## src/rtl/sync_rx.sv

```systemverilog
// sync_rx: recovers pixel timing from async hs/vs; optional lock-loss counter via SYNC_RX_ERR_CNT_EN.
// Latency: sync edge to counter 3 clk, de/x/y/locked 1 clk after; free-running, no backpressure.
module sync_rx #(
  parameter int WIDTH  = 10,
  parameter int HSTART = 216,
  parameter int HACT   = 800,
  parameter int VSTART = 27,
  parameter int VACT   = 600
) (
  input  logic             clk,
  input  logic             rst,
  input  logic             hs_in,
  input  logic             vs_in,
  output logic [WIDTH+1:0] x,
  output logic [WIDTH+1:0] y,
  output logic             de,
  output logic             locked,
  output logic [WIDTH+1:0] h_total,
  output logic [WIDTH+1:0] v_total,
  output logic [7:0]       err_cnt
);

  localparam int CW = WIDTH + 2;
  typedef logic [CW-1:0] cnt_t;
  typedef enum logic [1:0] {SEARCH, MEASURE, VERIFY, LOCKED} state_t;

  localparam cnt_t H_LO = cnt_t'(HSTART);
  localparam cnt_t H_HI = cnt_t'(HSTART + HACT);
  localparam cnt_t V_LO = cnt_t'(VSTART);
  localparam cnt_t V_HI = cnt_t'(VSTART + VACT);

  logic   hs_s1_q, hs_s2_q, hs_dl_q, vs_s1_q, vs_s2_q, vs_dl_q;
  logic   hs_fall, vs_fall, h_sat;
  cnt_t   pos_h_q, pos_h_d, pos_v_q, pos_v_d;
  cnt_t   h_meas_q, h_meas_d, v_meas_q, v_meas_d, h_last_q, h_last_d;
  cnt_t   h_total_q, h_total_d, v_total_q, v_total_d;
  cnt_t   x_q, x_d, y_q, y_d, h_len, v_len, h_frame;
  logic   de_q, de_d, locked_q, locked_d;
  state_t state_q, state_d;

  always_comb begin
    hs_fall = hs_dl_q & ~hs_s2_q;
    vs_fall = vs_dl_q & ~vs_s2_q;
    h_len   = pos_h_q + 1'b1;
    v_len   = pos_v_q + 1'b1;
    h_sat   = (pos_h_q == '1) & ~hs_fall;

    pos_h_d = pos_h_q;
    if (hs_fall)             pos_h_d = '0;
    else if (pos_h_q != '1)  pos_h_d = h_len;

    pos_v_d = pos_v_q;
    if (vs_fall)                         pos_v_d = '0;
    else if (hs_fall && pos_v_q != '1)   pos_v_d = v_len;
  end

  always_comb begin
    state_d   = state_q;
    h_meas_d  = h_meas_q;
    v_meas_d  = v_meas_q;
    h_total_d = h_total_q;
    v_total_d = v_total_q;
    h_last_d  = hs_fall ? h_len : h_last_q;
    // Line length of the frame just ended: current line if it ends now, else the last one seen.
    h_frame   = hs_fall ? h_len : h_last_q;
    if (h_sat) begin
      state_d = SEARCH;
    end else begin
      case (state_q)
        SEARCH: if (vs_fall) state_d = MEASURE;
        MEASURE: begin
          if (hs_fall) h_meas_d = h_len;
          if (vs_fall) begin
            v_meas_d = v_len;
            state_d  = VERIFY;
          end
        end
        VERIFY: begin
          if (vs_fall) begin
            if (h_frame == h_meas_q && v_len == v_meas_q) begin
              state_d   = LOCKED;
              h_total_d = h_meas_q;
              v_total_d = v_meas_q;
            end else begin
              h_meas_d = h_frame;
              v_meas_d = v_len;
            end
          end
        end
        LOCKED: begin
          if ((hs_fall && h_len != h_total_q) || (vs_fall && v_len != v_total_q))
            state_d = MEASURE;
        end
        default: state_d = SEARCH;
      endcase
    end
  end

  always_comb begin
    locked_d = (state_q == LOCKED);
    de_d     = locked_q && (pos_h_q >= H_LO) && (pos_h_q < H_HI) &&
               (pos_v_q >= V_LO) && (pos_v_q < V_HI);
    x_d      = de_d ? (pos_h_q - H_LO) : '0;
    y_d      = de_d ? (pos_v_q - V_LO) : '0;
  end

  always_ff @(posedge clk) begin
    if (rst) begin
      hs_s1_q   <= 1'b1;
      hs_s2_q   <= 1'b1;
      hs_dl_q   <= 1'b1;
      vs_s1_q   <= 1'b1;
      vs_s2_q   <= 1'b1;
      vs_dl_q   <= 1'b1;
      pos_h_q   <= '0;
      pos_v_q   <= '0;
      h_meas_q  <= '0;
      v_meas_q  <= '0;
      h_last_q  <= '0;
      h_total_q <= '0;
      v_total_q <= '0;
      state_q   <= SEARCH;
      locked_q  <= 1'b0;
      de_q      <= 1'b0;
      x_q       <= '0;
      y_q       <= '0;
    end else begin
      hs_s1_q   <= hs_in;
      hs_s2_q   <= hs_s1_q;
      hs_dl_q   <= hs_s2_q;
      vs_s1_q   <= vs_in;
      vs_s2_q   <= vs_s1_q;
      vs_dl_q   <= vs_s2_q;
      pos_h_q   <= pos_h_d;
      pos_v_q   <= pos_v_d;
      h_meas_q  <= h_meas_d;
      v_meas_q  <= v_meas_d;
      h_last_q  <= h_last_d;
      h_total_q <= h_total_d;
      v_total_q <= v_total_d;
      state_q   <= state_d;
      locked_q  <= locked_d;
      de_q      <= de_d;
      x_q       <= x_d;
      y_q       <= y_d;
    end
  end

  assign x       = x_q;
  assign y       = y_q;
  assign de      = de_q;
  assign locked  = locked_q;
  assign h_total = h_total_q;
  assign v_total = v_total_q;

`ifdef SYNC_RX_ERR_CNT_EN
  logic [7:0] err_cnt_q, err_cnt_d;
  logic       lock_loss;

  // Every exit from LOCKED outside reset is a lock-loss event.
  always_comb begin
    lock_loss = (state_q == LOCKED) && (state_d != LOCKED);
    err_cnt_d = err_cnt_q;
    if (lock_loss && err_cnt_q != 8'hff) err_cnt_d = err_cnt_q + 8'd1;
  end

  always_ff @(posedge clk) begin
    if (rst) err_cnt_q <= 8'h00;
    else     err_cnt_q <= err_cnt_d;
  end

  assign err_cnt = err_cnt_q;
`else
  assign err_cnt = 8'h00;
`endif

endmodule

```

## config.mk

```make
export PLATFORM = sky130hd
export DESIGN_NAME = sync_rx
export DESIGN_NICKNAME = d
export VERILOG_FILES = /design/src/rtl/sync_rx.sv
export SDC_FILE = /design/constraint.sdc
export NUM_CORES = 1
export LEC_CHECK = 0
export CORE_MARGIN = 4
export CORE_UTILIZATION = 50
export CTS_BUF_LIST = sky130_fd_sc_hd__clkbuf_4 sky130_fd_sc_hd__clkbuf_8
export DETAILED_ROUTE_END_ITERATION = 16
export GPL_ROUTABILITY_DRIVEN = 1
export GPL_TIMING_DRIVEN = 0
export PLACE_DENSITY = 0.82
export SLEW_MARGIN = 0
export SYNTH_ARGS = -nofsm -noshare
export SYNTH_HDL_FRONTEND = slang
export SYNTH_SLANG_ARGS = --single-unit
```

## constraint.sdc

```tcl
create_clock -name clk -period 8.1 [get_ports clk]
set_input_delay 1.215 -clock clk [delete_from_list [all_inputs] [get_ports clk]]
set_output_delay 1.215 -clock clk [all_outputs]
set_load 0.05 [all_outputs]
```

==> impl_metrics.json, run 1 <==
{
  "ir_drop_mv": 0.158,
  "grt_max_degree": 17,
  "final_nets": 850,
  "design.core.area_um2": 12600,
  "synthArstFlopShare": 0,
  "cts_buffers": 17,
  "drt-total-wl_mm": 17.7,
  "synth.ff_latch_count": 118,
  "start_kind": "flip-flop",
  "antenna_left": 0,
  "postSynthCellCount": 759,
  "grt_pass1_wl_mm": 28.3,
  "final-setup-viol-count": 0,
  "fp.dieH_um": 122,
  "diodes": 0,
  "synth_cell_types": 73,
  "hold_class": "flip-flop to flip-flop",
  "outcome": "complete, no violations",
  "grtUsageTotal": 0.245,
  "syn_area_um2": 6460,
  "fmax_mhz": 273,
  "synth_flop_cell": "dfxtp_1",
  "die_area_um2": 14800,
  "clk_pin_slew_ps": 70,
  "hpwlAfterDp_mm": 13.0,
  "avgViaCountPerCell": 5.80,
  "htree_levels": 4,
  "clk_latency_ps": 470,
  "rr_worst_depth": 10,
  "synth.top_cells.by_area": "dfxtp_1, mux2i_1, xnor2_1",
  "crit-reg2reg-launch": "pos_h_q[1]",
  "start_util": 0.512,
  "yosysTopAreaCellShare": 0.365,
  "grt-ovfl-total": 0,
  "stdcell_area_um2": 7650,
  "num_io_pins": 62,
  "finClkSkew_ps": 15.2,
  "timing.final.crit_share": 0.453,
  "tightest_slew_ps": 968,
  "area_growth_pct": 18.4,
  "critical_path_required_ps": 8450,
  "cts_tree": "built",
  "antenna_found_initial": 0,
  "ctsResizeCount": 0,
  "cap_violations": 0,
  "crit_path_start": "pos_h_q[1]",
  "cts_root_buf": "clkbuf_8",
  "synth_area_per_cell_um2": 8.52,
  "rsz0062_at_grt": "no",
  "firstDrtPassIters": 6,
  "gp_congestion": 0.950,
  "path_class": "flip-flop to flip-flop",
  "synth-edff-count": 0,
  "cp-endpoint": "state_q[1]",
  "yosys.area.top_type": "dfxtp_1",
  "relSlewSlack": 0.349,
  "port_buffers": 52,
  "drv_slew": 0,
  "final.min_clock_period_ps": 3670,
  "synth_warnings": 0,
  "finalHoldViolations": 0,
  "fin_setup_tns_ps": 0,
  "grt_pass1_vias": 5494,
  "cts_hold_buf": 0,
  "post-cts-setup-buffers": 0,
  "vias": 5936,
  "drc": 0,
  "synth_seq_area_share": 0.365,
  "fp-row-count": 41,
  "placed_area_um2": 7230,
  "clock_path_buffers": 2,
  "reg2reg_setup_slack_ps": 4430,
  "power.density_nw_per_um2": 220,
  "fp.dieW_um": 122,
  "final_layout_size_suffix_gt1_frac": 0.109,
  "cp_max_fo": 10,
  "clock_sinks": 118,
  "cp-end-kind": "flip-flop",
  "initialDrtViolationCount": 639,
  "rr_endpoint": "state_q[1]",
  "leakage_uw": 0.00309,
  "routedWlPerCell_um": 17.3,
  "worstPathArrival_ps": 4010
}
-- how the worst min path moves through the flow --
stage | depth (start not counted) | to | from | slack, ps
after floorplan | 1 | hs_s2_q | hs_s1_q | 390
after global placement | 1 | hs_s2_q | hs_s1_q | 390
after detailed placement | 1 | hs_s2_q | hs_s1_q | 390
after CTS | 1 | hs_s2_q | hs_s1_q | 410
after global routing | 1 | hs_s2_q | hs_s1_q | 430
final | 1 | hs_s2_q | hs_s1_q | 410
-- sequential cells by signal (all words and copies together) (netlist names) --
signal	cells
v_total	12
vs_s2_q	1
locked	1
x	12
hs_dl_q	1
vs_dl_q	1
hs_s2_q	1
h_last_q	12
y	12
pos_h_q	12
v_meas_q	12
de	1
h_total	12
pos_v_q	12
vs_s1_q	1
state_q	2
h_meas_q	12
hs_s1_q	1
-- Yosys cell counts (4+ instances only) --
cell type  number
a211oi_1       15
a21oi_1        33
a221oi_1        5
a31oi_1         6
and2_1          9
and3_1          6
buf_2          13
buf_4          12
buf_6           6
clkbuf_1       28
dfxtp_1       118
ha_1            8
inv_1          19
mux2i_1        36
nand2_1        51
nand2b_1       10
nand3_1        22
nand4_1        17
nor2_1         94
nor2b_1         7
nor3_1         26
nor3b_1         5
nor4_1          8
o2111ai_1       4
o211ai_1        8
o21a_1          4
o21ai_0        30
o31ai_1         5
or2_2          11
or3_1           4
xnor2_1        41
xor2_1         29
-- metal layers --
| layer | vias up | part of all wire | track usage |
|---|---|---|---|
| li1 | 2816 | - | - |
| met3 | 53 | 0.089 | 0.0701 |
| met2 | 311 | 0.45 | 0.377 |
| met5 | - | 0 | 0 |
| met1 | 2756 | 0.44 | 0.328 |
| met4 | 0 | 0.026 | 0.0917 |
-- cell type report --
type | count | area, um^2
plain buffers | 62 | 339
clock buffers | 18 | 248
clock inverters | 14 | 175
fillers | 1153 | 4970
inverters | 19 | 71.3
multi-input cells | 568 | 3720
flip-flops and latches | 118 | 2360
well taps | 172 | 215
repair buffers | 52 | 520
-- power by group --
part	total (uW)	leakage, uW	internal [uW]	switching (uW)
registers	667	0.000956	621	46.8
logic	444	0.00192	185	258
clock network	574	0.000206	314	260
total	1690	0.00309	1120	565
-- critical path: stages, from the launching register on --
cell      delay [ps]
dfxtp_1          440
ha_1             300
nand3_4          120
buf_6            160
nor3_1           650
xnor2_1          320
xnor2_1          190
nor4_1           850
o21ai_0          280
nand3_1          150
a21boi_0          90
-- logic make-up after synthesis --
family / count (synthesis) / synth area share
and+or+nand+nor: 298 / 0.241
AOI/OAI and AO/OA: 142 / 0.148
DFF: 118 / 0.365
buffers and inverters: 81 / 0.0635
xor gates and xnor gates: 73 / 0.105
muxes: 38 / 0.0598
adders and majority gates: 8 / 0.0155
other: 1 / 0.000580
-- through the flow --
| stage | setup WS, ps | power, uW | hold slack [ps] | std cells | utilization |
|---|---|---|---|---|---|
| after floorplan | 5180 | 1010 | 389 | 767 | - |
| after global placement | 4660 | 1100 | 391 | 991 | 0.573 |
| after detailed placement | 4660 | 1110 | 394 | 991 | 0.573 |
| after CTS | 4600 | 1680 | 411 | 1023 | 0.606 |
| after global routing | 4290 | 1750 | 430 | 1023 | 0.606 |
| final | 4430 | 1690 | 410 | 1023 | 0.606 |
-- layout by cell type (no fill, tap or decap), types with 12 or more instances in the layout --
cell type / Yosys / layout
a211oi_1: 15 / 15
a21oi_1: 33 / 33
buf_2: 13 / 13
buf_4: 12 / 12
clkbuf_1: 28 / 28
clkbuf_8: 0 / 18
clkdlybuf4s50_1: 0 / 52
dfxtp_1: 118 / 118
inv_1: 19 / 19
mux2i_1: 36 / 36
nand2_1: 51 / 51
nand3_1: 22 / 22
nand4_1: 17 / 17
nor2_1: 94 / 94
nor3_1: 26 / 26
o21ai_0: 30 / 30
xnor2_1: 41 / 41
xor2_1: 29 / 29
No activity file was read; power rests on OpenSTA's default activity.
==> inputs of run 2 (changes only) <==
--- a/config.mk
+++ b/config.mk
@@ -11,7 +11,7 @@
 export DETAILED_ROUTE_END_ITERATION = 16
 export GPL_ROUTABILITY_DRIVEN = 1
 export GPL_TIMING_DRIVEN = 0
-export PLACE_DENSITY = 0.82
+export PLACE_DENSITY = 0.85
 export SLEW_MARGIN = 0
 export SYNTH_ARGS = -nofsm -noshare
 export SYNTH_HDL_FRONTEND = slang
==> constraint.sdc (replaced) <==
create_clock -name clk -period 3.3 [get_ports clk]
set_input_delay 0.495 -clock clk [delete_from_list [all_inputs] [get_ports clk]]
set_output_delay 0.495 -clock clk [all_outputs]
set_load 0.05 [all_outputs]
==> run 2 against run 1 <==
  * Via count decreased by 0.49%
  * Clock skew is 2.1 ps lower
  * Largest cell class unchanged
  * First-iteration DRC count down 13%
  * Power up 130%
  * Combinational power rose to 2.5 times the previous value
  * Worst hold slack better by 2.1 ps
  * Fmax rose by 15%
  * Final area is 1.4% higher
  * Sequential power increased by 150%
==> impl_metrics.json, run 2 (synthesis gave the netlist of run 1 again) <==
{
  "start_kind": "flip-flop",
  "drt-total-wl_mm": 18.1,
  "htree_levels": 4,
  "outcome": "complete, no violations",
  "antenna_found_initial": 0,
  "mostFrequentLayoutCells": "dfxtp_1, nor2_1, clkdlybuf4s50_1, nand2_1",
  "cp_slowest_stage_delay_ps": 480,
  "relSlewSlack": 0.466,
  "fp.dieW_um": 122,
  "cts_buffers": 17,
  "leakage_uw": 0.00314,
  "final.min_clock_period_ps": 3190,
  "cts_tree": "built",
  "cap_violations": 0,
  "area_growth_pct": 20.0,
  "power.density_nw_per_um2": 507,
  "stdcell_area_um2": 7760,
  "cts_root_buf": "clkbuf_8",
  "design.core.area_um2": 12600,
  "cp-end-kind": "flip-flop",
  "slowest_stage": "dfxtp_1",
  "grt-ovfl-total": 0,
  "initialDrtViolationCount": 558,
  "clk_pin_slew_ps": 60,
  "diodes": 0,
  "die_area_um2": 14800,
  "grtUsageTotal": 0.249,
  "finClkSkew_ps": 13.0,
  "cp_num_buf_inv": 2,
  "grt_pass1_vias": 5438,
  "drc": 0,
  "place_inst": 991,
  "nFillCells": 1154,
  "whs_ps": 412,
  "ir_drop_mv": 0.315,
  "tightest_slew_ps": 798,
  "drv_slew": 0,
  "final_common_cell": "dfxtp_1",
  "placed_area_um2": 7230,
  "gp_congestion": 0.935,
  "finalNonFillerCells": 1019,
  "clock_sinks": 118,
  "path_cells": "ha_4 > nand3_4 > buf_6 > o2111a_1 > nor4_1 > nand2_1 > a2111oi_0 > and4_2 > nand4_4 > buf_6 > mux2i_1 > nor2_1",
  "fmax_mhz": 313,
  "finalHoldViolations": 0,
  "antenna_left": 0,
  "cts_hold_buf": 0,
  "grt_pass1_wl_mm": 28.5,
  "start_util": 0.512,
  "clk_latency_ps": 450,
  "grt_max_degree": 17,
  "vias": 5907,
  "worst_path_most_repeated_cell": "buf_6",
  "fin_setup_tns_ps": 0,
  "final_nets": 849,
  "hold_class": "flip-flop to flip-flop",
  "multiInputGateArea_um2": 3900,
  "fp.dieH_um": 122,
  "cpLargestDelayFamily": "simple AND/OR/NAND/NOR gates",
  "p_total_uw": 3930,
  "avgViaCountPerCell": 5.80,
  "num_io_pins": 62,
  "port_buffers": 52,
  "fp-row-count": 41,
  "timing.final.crit_share": 0.967,
  "post-cts-setup-buffers": 0,
  "final_layout_size_suffix_gt1_frac": 0.130,
  "path_class": "flip-flop to flip-flop",
  "critical_path_required_ps": 3610,
  "cp_max_fo": 10,
  "worstPathArrival_ps": 3500,
  "routedWlPerCell_um": 17.8,
  "seqCellArea_um2": 2360,
  "final-setup-viol-count": 0,
  "hpwlAfterDp_mm": 13.4,
  "firstDrtPassIters": 5,
  "clock_path_buffers": 2
}
[run 2: changes by cell type in the layout (fill, tap and decap cells not counted), sizes merged]
cell      delta
buf          -1
clkinvlp     -3
clkbuf       +7
clkinv       -2
bufinv       -3
inv          -2
[run 2: per-layer routing]
metal  track usage  vias up  part of all wire
li1              -     2811                 -
met1         0.341     2776              0.43
met2         0.376      275              0.45
met3        0.0613       45             0.085
met4         0.102        0             0.026
met5             0        -                 0
[run 2: area by class of cell]
| cell class | instances | share of cell area |
|---|---|---|
| clock inverters | 4 | 0.00258 |
| flip-flops and latches | 118 | 0.305 |
| repair buffers | 52 | 0.0671 |
| plain buffers | 61 | 0.0434 |
| well taps | 172 | 0.0277 |
| inverters | 19 | 0.00919 |
| clock buffers | 25 | 0.0427 |
| multi-input cells | 568 | 0.503 |
[run 2: what timing repair did]
action	4_1_cts	5_1_grt
hold endpoints to repair	0	0
resized for setup	6	23
pin swaps	0	1
setup endpoints to repair	24	50
gates cloned	0	0
[run 2: worst register-to-register path, stage by stage (launching register included)]
cell,delay [ps]
dfxtp_1,480
ha_4,230
nand3_4,100
buf_6,150
o2111a_1,280
nor4_1,280
nand2_1,70
a2111oi_0,430
and4_2,360
nand4_4,200
buf_6,240
mux2i_1,180
nor2_1,60
[run 2: power breakdown]
part           switching (uW)  internal (uW)
clock network             535            638
logic                     652            470
registers                 114           1520
[run 2: metrics by stage]
step,worst slack [ps],util
2_1_floorplan,569,-
3_3_place_gp,-190,0.573
5_1_grt,-36.9,0.615
6_report,110,0.615
4_1_cts,13.0,0.604
3_5_place_dp,-183,0.573
[run 2: final timing paths]
path / start / endpoint / slack, ps / depth (start not counted)
setup / recovery: pos_h_q[1] / h_total[2] / 110 / 12
hold / removal: hs_s1_q / hs_s2_q / 410 / 1
setup reg to reg: pos_h_q[1] / h_total[2] / 110 / 12
hold reg to reg: hs_s1_q / hs_s2_q / 410 / 1
==> inputs of run 3 (changes only) <==
--- a/config.mk
+++ b/config.mk
@@ -8,6 +8,7 @@
 export CORE_MARGIN = 4
 export CORE_UTILIZATION = 50
 export CTS_BUF_LIST = sky130_fd_sc_hd__clkbuf_4 sky130_fd_sc_hd__clkbuf_8
+export CTS_CLUSTER_DIAMETER = 30
 export DETAILED_ROUTE_END_ITERATION = 16
 export GPL_ROUTABILITY_DRIVEN = 1
 export GPL_TIMING_DRIVEN = 0
@@ -16,3 +17,4 @@
 export SYNTH_ARGS = -nofsm -noshare
 export SYNTH_HDL_FRONTEND = slang
 export SYNTH_SLANG_ARGS = --single-unit
+export TNS_END_PERCENT = 20
==> results of run 3 <==
Same layout as run 2: the final DEF is identical, and so are final timing and power.
